<file path="config.mk">
export PLATFORM = sky130hd
export DESIGN_NAME = data_mem_ctrl_flat
export DESIGN_NICKNAME = d
export VERILOG_FILES = /design/src/rtl/data_mem_ctrl_if.sv /design/src/rtl/data_mem_ctrl.sv /design/src/flat_wrapper.sv
export SDC_FILE = /design/constraint.sdc
export NUM_CORES = 1
export LEC_CHECK = 0
export CAP_MARGIN = 40
export CORE_ASPECT_RATIO = 1.75
export CORE_UTILIZATION = 45
export CTS_CLUSTER_SIZE = 30
export DETAILED_ROUTE_END_ITERATION = 6
export PLACE_DENSITY = 0.85
export SYNTH_ARGS = -nofsm -noshare
export SYNTH_HDL_FRONTEND = slang
export SYNTH_SLANG_ARGS = --single-unit
</file>
<file path="constraint.sdc">
create_clock -name clk -period 4.8 [get_ports clk]
set_input_delay 1.2 -clock clk [delete_from_list [all_inputs] [get_ports clk]]
set_output_delay 1.2 -clock clk [all_outputs]
set_load 0.01 [all_outputs]
</file>
<file path="src/rtl/data_mem_ctrl_if.sv">
// Pipeline-side request/response bus of the MEM-stage data memory controller.
//   master : pipeline (drives requests, receives responses)
//   slave  : data_mem_ctrl
// Signals:
//   req_valid/req_ready       valid/ready handshake, accept when both high
//   req_write                 1 = store, 0 = load
//   req_size                  00 byte, 01 half, 10/11 word
//   req_signed                sign-extend sub-word loads
//   req_addr                  byte address
//   req_wdata                 store data, right-aligned
//   resp_valid                one-cycle completion pulse
//   resp_rdata                extended load data (0 for stores)
//   resp_error                misaligned-access flag (trap build only)
interface data_mem_ctrl_if;
   logic        req_valid;
   logic        req_ready;
   logic        req_write;
   logic [1:0]  req_size;
   logic        req_signed;
   logic [31:0] req_addr;
   logic [31:0] req_wdata;
   logic        resp_valid;
   logic [31:0] resp_rdata;
   logic        resp_error;

   modport master (
      output req_valid, req_write, req_size, req_signed, req_addr, req_wdata,
      input  req_ready, resp_valid, resp_rdata, resp_error
   );

   modport slave (
      input  req_valid, req_write, req_size, req_signed, req_addr, req_wdata,
      output req_ready, resp_valid, resp_rdata, resp_error
   );
endinterface

</file>
<file path="src/rtl/data_mem_ctrl.sv">
// MEM-stage initiator for a 32-bit synchronous data memory without byte
// enables. Accepts byte-addressed loads/stores of byte/half/word size,
// returns extended load data or store completion. Sub-word stores are done
// as read-modify-write.
//
// Optional build macro: MISALIGN_TRAP_EN
//   defined   : misaligned requests skip memory and respond with resp_error=1
//   undefined : misaligned low address bits are forced to 0 (access aligned)
//
// Ports:
//   clk            rising-edge clock, shared with the memory
//   rst            asynchronous active-high reset
//   bus            request/response interface (slave modport)
//   o_mem_address  memory word address
//   o_mem_data     memory write data
//   o_mem_rden     memory read enable (q valid the following cycle)
//   o_mem_wren     memory write enable
//   i_mem_q        memory read data
//
// state | meaning
// ------+-----------------------------------------------------------
// IDLE  | ready for a request (only state with req_ready=1)
// RD    | mem_rden high for load or sub-word store
// CAP   | load: mem_q valid, extract lane and extend into resp_rdata
// MERGE | sub-word store: mem_q valid, replace lane into write word
// WR    | mem_wren high with final word
// RESP  | resp_valid pulse
module data_mem_ctrl #(
   parameter int ADDR_W = 8,
   parameter int DATA_W = 32
) (
   input  logic               clk,
   input  logic               rst,
   data_mem_ctrl_if.slave     bus,
   output logic [ADDR_W-1:0]  o_mem_address,
   output logic [DATA_W-1:0]  o_mem_data,
   output logic               o_mem_rden,
   output logic               o_mem_wren,
   input  logic [DATA_W-1:0]  i_mem_q
);

   typedef enum logic [2:0] {
      S_IDLE,
      S_RD,
      S_CAP,
      S_MERGE,
      S_WR,
      S_RESP
   } state_t;

   state_t             r_state;
   state_t             w_state_nxt;

   // latched request fields
   logic               r_write;
   logic [1:0]         r_size;
   logic               r_signed;
   logic [1:0]         r_lo;
   logic [15:0]        r_wdata;

   // registered outputs
   logic               r_req_ready;
   logic               r_resp_valid;
   logic [31:0]        r_resp_rdata;
   logic               r_resp_error;
   logic [ADDR_W-1:0]  r_mem_address;
   logic [31:0]        r_mem_data;
   logic               r_mem_rden;
   logic               r_mem_wren;

   logic               w_accept;
   logic               w_trap;
   logic [1:0]         w_req_lo;
   logic [ADDR_W-1:0]  w_req_index;
   logic [7:0]         w_byte;
   logic [15:0]        w_half;
   logic [31:0]        w_load_data;
   logic [31:0]        w_merged;
   logic [ADDR_W-1:0]  w_mem_address_nxt;
   logic [31:0]        w_mem_data_nxt;
   logic [31:0]        w_resp_rdata_nxt;
   logic               w_resp_error_nxt;
   logic               w_unused_addr;

   assign w_accept      = bus.req_valid & r_req_ready & (r_state == S_IDLE);
   assign w_req_index   = bus.req_addr[ADDR_W+1:2];
   // address bits above the word index wrap and are intentionally ignored
   assign w_unused_addr = ^bus.req_addr[31:ADDR_W+2];

`ifdef MISALIGN_TRAP_EN
   logic w_misaligned;
   assign w_misaligned = ((bus.req_size == 2'b01) & bus.req_addr[0]) |
                         (bus.req_size[1] & (|bus.req_addr[1:0]));
   assign w_trap       = w_accept & w_misaligned;
`else
   assign w_trap       = 1'b0;
`endif

   // lane offset after forcing misaligned low bits to 0
   always_comb begin
      w_req_lo = 2'b00;
      case (bus.req_size)
         2'b00:   w_req_lo = bus.req_addr[1:0];
         2'b01:   w_req_lo = {bus.req_addr[1], 1'b0};
         default: w_req_lo = 2'b00;
      endcase
   end

   // lane extraction / extension of the word returned by memory
   always_comb begin
      w_byte = i_mem_q[7:0];
      case (r_lo)
         2'd0: w_byte = i_mem_q[7:0];
         2'd1: w_byte = i_mem_q[15:8];
         2'd2: w_byte = i_mem_q[23:16];
         2'd3: w_byte = i_mem_q[31:24];
         default: w_byte = i_mem_q[7:0];
      endcase
      w_half = r_lo[1] ? i_mem_q[31:16] : i_mem_q[15:0];
      case (r_size)
         2'b00:   w_load_data = {{24{r_signed & w_byte[7]}}, w_byte};
         2'b01:   w_load_data = {{16{r_signed & w_half[15]}}, w_half};
         default: w_load_data = i_mem_q;
      endcase
   end

   // replace the addressed lane of the old word with the new store data
   always_comb begin
      w_merged = i_mem_q;
      if (r_size == 2'b00) begin
         case (r_lo)
            2'd0: w_merged = {i_mem_q[31:8], r_wdata[7:0]};
            2'd1: w_merged = {i_mem_q[31:16], r_wdata[7:0], i_mem_q[7:0]};
            2'd2: w_merged = {i_mem_q[31:24], r_wdata[7:0], i_mem_q[15:0]};
            2'd3: w_merged = {r_wdata[7:0], i_mem_q[23:0]};
            default: w_merged = i_mem_q;
         endcase
      end else begin
         w_merged = r_lo[1] ? {r_wdata[15:0], i_mem_q[15:0]}
                            : {i_mem_q[31:16], r_wdata[15:0]};
      end
   end

   always_ff @(posedge clk or posedge rst) begin
      if (rst) begin
         r_state <= S_IDLE;
      end else begin
         r_state <= w_state_nxt;
      end
   end

   // next state plus next values of the registered outputs; outputs are
   // registered against the state being entered so they line up with it
   always_comb begin
      w_state_nxt       = r_state;
      w_mem_address_nxt = r_mem_address;
      w_mem_data_nxt    = r_mem_data;
      w_resp_rdata_nxt  = r_resp_rdata;
      w_resp_error_nxt  = 1'b0;
      unique case (r_state)
         S_IDLE: begin
            if (w_accept) begin
               if (w_trap) begin
                  w_state_nxt      = S_RESP;
                  w_resp_rdata_nxt = 32'd0;
                  w_resp_error_nxt = 1'b1;
               end else begin
                  w_mem_address_nxt = w_req_index;
                  if (bus.req_write && bus.req_size[1]) begin
                     w_state_nxt    = S_WR;
                     w_mem_data_nxt = bus.req_wdata;
                  end else begin
                     w_state_nxt = S_RD;
                  end
               end
            end
         end
         S_RD:    w_state_nxt = r_write ? S_MERGE : S_CAP;
         S_CAP: begin
            w_state_nxt      = S_RESP;
            w_resp_rdata_nxt = w_load_data;
         end
         S_MERGE: begin
            w_state_nxt    = S_WR;
            w_mem_data_nxt = w_merged;
         end
         S_WR: begin
            w_state_nxt      = S_RESP;
            w_resp_rdata_nxt = 32'd0;
         end
         S_RESP:  w_state_nxt = S_IDLE;
         default: w_state_nxt = S_IDLE;
      endcase
   end

   always_ff @(posedge clk or posedge rst) begin
      if (rst) begin
         r_write  <= 1'b0;
         r_size   <= 2'b00;
         r_signed <= 1'b0;
         r_lo     <= 2'b00;
         r_wdata  <= 16'd0;
      end else if (w_accept) begin
         r_write  <= bus.req_write;
         r_size   <= bus.req_size;
         r_signed <= bus.req_signed;
         r_lo     <= w_req_lo;
         r_wdata  <= bus.req_wdata[15:0];
      end
   end

   always_ff @(posedge clk or posedge rst) begin
      if (rst) begin
         r_req_ready   <= 1'b0;
         r_resp_valid  <= 1'b0;
         r_resp_rdata  <= 32'd0;
         r_resp_error  <= 1'b0;
         r_mem_address <= '0;
         r_mem_data    <= 32'd0;
         r_mem_rden    <= 1'b0;
         r_mem_wren    <= 1'b0;
      end else begin
         r_req_ready   <= (w_state_nxt == S_IDLE);
         r_resp_valid  <= (w_state_nxt == S_RESP);
         r_resp_rdata  <= w_resp_rdata_nxt;
         r_resp_error  <= w_resp_error_nxt;
         r_mem_address <= w_mem_address_nxt;
         r_mem_data    <= w_mem_data_nxt;
         r_mem_rden    <= (w_state_nxt == S_RD);
         r_mem_wren    <= (w_state_nxt == S_WR);
      end
   end

   assign bus.req_ready  = r_req_ready;
   assign bus.resp_valid = r_resp_valid;
   assign bus.resp_rdata = r_resp_rdata;
   assign bus.resp_error = r_resp_error;
   assign o_mem_address  = r_mem_address;
   assign o_mem_data     = r_mem_data;
   assign o_mem_rden     = r_mem_rden;
   assign o_mem_wren     = r_mem_wren;

endmodule

</file>
<file path="src/flat_wrapper.sv">
// flat-port wrapper written by rule: the top's interface ports become plain ports
module data_mem_ctrl_flat 
#(
   parameter int ADDR_W = 8,
   parameter int DATA_W = 32
)
  (clk, rst, o_mem_address, o_mem_data, o_mem_rden, o_mem_wren, i_mem_q, bus_req_valid, bus_req_write, bus_req_size, bus_req_signed, bus_req_addr, bus_req_wdata, bus_req_ready, bus_resp_valid, bus_resp_rdata, bus_resp_error);
  data_mem_ctrl_if bus_i ();
  input  logic clk;
  input  logic rst;
  output logic [ADDR_W-1:0] o_mem_address;
  output logic [DATA_W-1:0] o_mem_data;
  output logic o_mem_rden;
  output logic o_mem_wren;
  input  logic [DATA_W-1:0] i_mem_q;
  input wire logic [$bits(bus_i.req_valid)-1:0] bus_req_valid;
  input wire logic [$bits(bus_i.req_write)-1:0] bus_req_write;
  input wire logic [$bits(bus_i.req_size)-1:0] bus_req_size;
  input wire logic [$bits(bus_i.req_signed)-1:0] bus_req_signed;
  input wire logic [$bits(bus_i.req_addr)-1:0] bus_req_addr;
  input wire logic [$bits(bus_i.req_wdata)-1:0] bus_req_wdata;
  output wire logic [$bits(bus_i.req_ready)-1:0] bus_req_ready;
  output wire logic [$bits(bus_i.resp_valid)-1:0] bus_resp_valid;
  output wire logic [$bits(bus_i.resp_rdata)-1:0] bus_resp_rdata;
  output wire logic [$bits(bus_i.resp_error)-1:0] bus_resp_error;
  assign bus_i.req_valid = bus_req_valid;
  assign bus_i.req_write = bus_req_write;
  assign bus_i.req_size = bus_req_size;
  assign bus_i.req_signed = bus_req_signed;
  assign bus_i.req_addr = bus_req_addr;
  assign bus_i.req_wdata = bus_req_wdata;
  assign bus_req_ready = bus_i.req_ready;
  assign bus_resp_valid = bus_i.resp_valid;
  assign bus_resp_rdata = bus_i.resp_rdata;
  assign bus_resp_error = bus_i.resp_error;
  data_mem_ctrl #(.ADDR_W(ADDR_W), .DATA_W(DATA_W)) u_core (.clk(clk), .rst(rst), .bus(bus_i), .o_mem_address(o_mem_address), .o_mem_data(o_mem_data), .o_mem_rden(o_mem_rden), .o_mem_wren(o_mem_wren), .i_mem_q(i_mem_q));
endmodule
</file>
==> flow_summary.yaml <==
status:
  status: "complete, no violations"
final_layout:
  stdcell_count: 776
  multi_input_area_sq_mm: 0.00225
  nFillCells: 856
  layout-drive-gt1-share_pct: 7.92
  seq_area_sq_mm: 0.00253
  syn2layout_area_growth_pct: 37.9
  n_antenna_cell: 0
  nets: 742
global_route:
  antenna_found_initial: 0
  grt_max_degree: 44
  grt_pass1_wl_um: 24800
  grt_use_total_pct: 28.6
  grt_remaining_overflow: 0
  grt_pass1_vias: 4752
place:
  portBuffers: 156
  pre_cts_ws_ns: 1.52
  dp_hpwl_um: 12000
  dpl.cell_count: 760
  gp_congestion: 0.906
cts:
  root_buffer: "clkbuf_16"
  cts_resized: 0
  clk_pin_slew_ns: 0.07
  cts_buffers: 9
  htreeDepth: 3
  clk_latency_ns: 0.35
  cts.path.max_buffers: 2
  cts_tree: "built"
  cts_setup_buffers: 0
  clock_sinks: 101
  hold_buffers: 0
min_path:
  hold_class: "flip-flop to flip-flop"
  min_path_cells: 2
  holdPathEnd: "u_core.r_wdata[15]$_DFFE_PP0N_"
  hp-start: "u_core.r_wdata[15]$_DFFE_PP0N_"
sta:
  worst_slack_ns: 1.85
  post-route-min-period_ns: 2.95
  fmax_mhz: 338
  final-hold-violation-count: 0
  fin_crit_sh_pct: 61.5
  drv_slew: 0
  rsz0062_at_grt: "no"
  fin_setup_tns_ns: 0
  tightest_slew_ns: 0.927
  skew_ns: 0.00436
  setup_viol: 0
  slew-limit-headroom_pct: 38.2
worst_setup_path:
  worstPathArrival_ns: 3.20
  startpoint_type: "primary input"
  endpoint_kind: "flip-flop"
  critical_path.startpoint: "bus_req_size[1]"
  reg2regPathDepth: 4
  r2r-start: "u_core.r_state[2]$_DFF_PP0_"
  crit_type: "primary input to flip-flop"
  worstReg2RegEnd: "u_core.bus.resp_rdata[30]$_DFFE_PP0N_"
  r2r_slack_ns: 2.48
  crit_fanout: 17
  cp.required_ns: 5.04
yosys:
  synth_edf_count: 0
  avgSynthCellArea_sq_um: 10.0
  ys.flop_type: "dfrtp_1"
  yosys.area.top_type: "dfrtp_1"
  synth-seq-cells: 101
  synthTopCellsByCount: "nand2_1 (117), dfrtp_1 (101), a221o_1 (39)"
  syn-num-nets: 609
  syn_area_sq_mm: 0.00508
  yosysMostFrequentCell: "nand2_1"
  synth_area_leaders: "dfrtp_1 (50%), nand2_1 (8.6%), a221o_1 (7.7%), mux2i_1 (3.1%), mux4_2 (3.1%)"
  synth_top_area_share_pct: 49.7
  async_reset_ff_share_pct: 100
  yosysWarnings: 0
  synth-seq-area-share_pct: 49.7
  netlist_instances: 506
  synth_cell_types: 48
routing:
  wl_met3_um: 970
  wl_met1_um: 5750
  top_layer_used: "met4"
  drtIter0Drc: 497
  firstDrtPassIters: 5
  wl_met2_um: 8490
  wl_um: 16000
  drc: 0
  viasPerCell: 6.10
  wl_per_cell_um: 20.6
  vias: 4735
  ant_nets: 0
power_and_ir_drop:
  p_leak_uw: 0.00311
  ir_drop_uv: 324
  power_density_mw_per_mm2: 618
  finalPower_uw: 4330
floorplan:
  dieArea_sq_mm: 0.0117
  initial_core_util_pct: 46.1
  die_w_um: 82.4
  row_count: 51
  die_h_um: 143
  core_area_sq_mm: 0.0110
  ioPinCount: 180
job:
  max_cap_viol_count: 0
[worst max-delay path, stage by stage]
cell and delay, ns:
clkdlybuf4s50_1 0.50, nand2_1 0.21, o31ai_1 0.09, nand2b_1 0.08, buf_4 0.23, clkinv_1 0.47
o221ai_1 0.42
[state kept, by name, summed over array words and instances (netlist names)]
| name | flops |
|---|---|
| u_core.bus.req_ready | 1 |
| u_core.bus.resp_rdata | 32 |
| u_core.bus.resp_valid | 1 |
| u_core.o_mem_address | 8 |
| u_core.o_mem_data | 32 |
| u_core.o_mem_rden | 1 |
| u_core.o_mem_wren | 1 |
| u_core.r_lo | 2 |
| u_core.r_signed | 1 |
| u_core.r_size | 2 |
| u_core.r_state | 3 |
| u_core.r_wdata | 16 |
| u_core.r_write | 1 |
[kinds of logic (layout without fill, tap and decap cells)]
group                  count (synthesis)  count (layout)  synth area share, %
other                                  1               1               0.0737
AO/OA/AOI/OAI                        141             141                 22.5
multiplexers                          25              25                 6.99
buffers and inverters                 71             209                 6.35
flip-flops                           101             101                 49.7
AND/OR/NAND/NOR                      167             167                 14.3
[cells in the final DEF (no fill, tap or decap), types with 16 or more instances in the layout]
master and instances:
nand2_1 117, nor2_1 21, mux2i_1 16, a221o_1 39, inv_1 26, dfrtp_1 101, clkdlybuf4s50_1 156, o21ai_0 25
o221ai_1 16
[stage by stage]
stage / hold WS [ns] / util [%] / instance area, sq um
finish: 0.476 / 63.5 / 7010
global route: 0.495 / 63.5 / 7010
CTS: 0.473 / 63.5 / 7010
detailed placement: 0.457 / 61.0 / 6730
global placement: 0.457 / 60.2 / 6650
floorplan: 0.439 / - / 5080
[per-layer routing]
layer  up-vias  GRT usage, %
met5         -             0
li1       2112             -
met4         0          16.3
met3        58          4.86
met2       232          47.6
met1      2333          33.9
[power by group]
| group | internal, uW | leakage (uW) | switching, uW |
|---|---|---|---|
| Clock | 366 | 0.000128 | 320 |
| Sequential | 1220 | 0.00130 | 349 |
| Combinational | 1090 | 0.00168 | 982 |
| Total | 2680 | 0.00311 | 1650 |
[worst max path at each step]
| stage | end | slack (ns) | cells past startpoint |
|---|---|---|---|
| finish | u_core.o_mem_data[0]$_DFFE_PP0P_ | 1.85 | 7 |
| global route | u_core.o_mem_data[0]$_DFFE_PP0P_ | 1.73 | 7 |
| CTS | u_core.o_mem_data[0]$_DFFE_PP0P_ | 1.87 | 7 |
| detailed placement | u_core.o_mem_data[0]$_DFFE_PP0P_ | 1.52 | 7 |
| global placement | u_core.r_state[0]$_DFF_PP0_ | 1.60 | 5 |
| floorplan | u_core.bus.req_ready$_DFF_PP0_ | 0.95 | 1 |
[final cells by class]
| type | count | area share, % |
|---|---|---|
| flip-flops and latches | 101 | 36.0 |
| multi-input cells | 334 | 32.1 |
| repair buffers | 165 | 24.0 |
| clock buffers | 11 | 3.46 |
| well taps | 132 | 2.36 |
| inverters | 28 | 1.53 |
| clock inverters | 5 | 0.517 |
No activity file was read; power rests on OpenSTA's default activity.
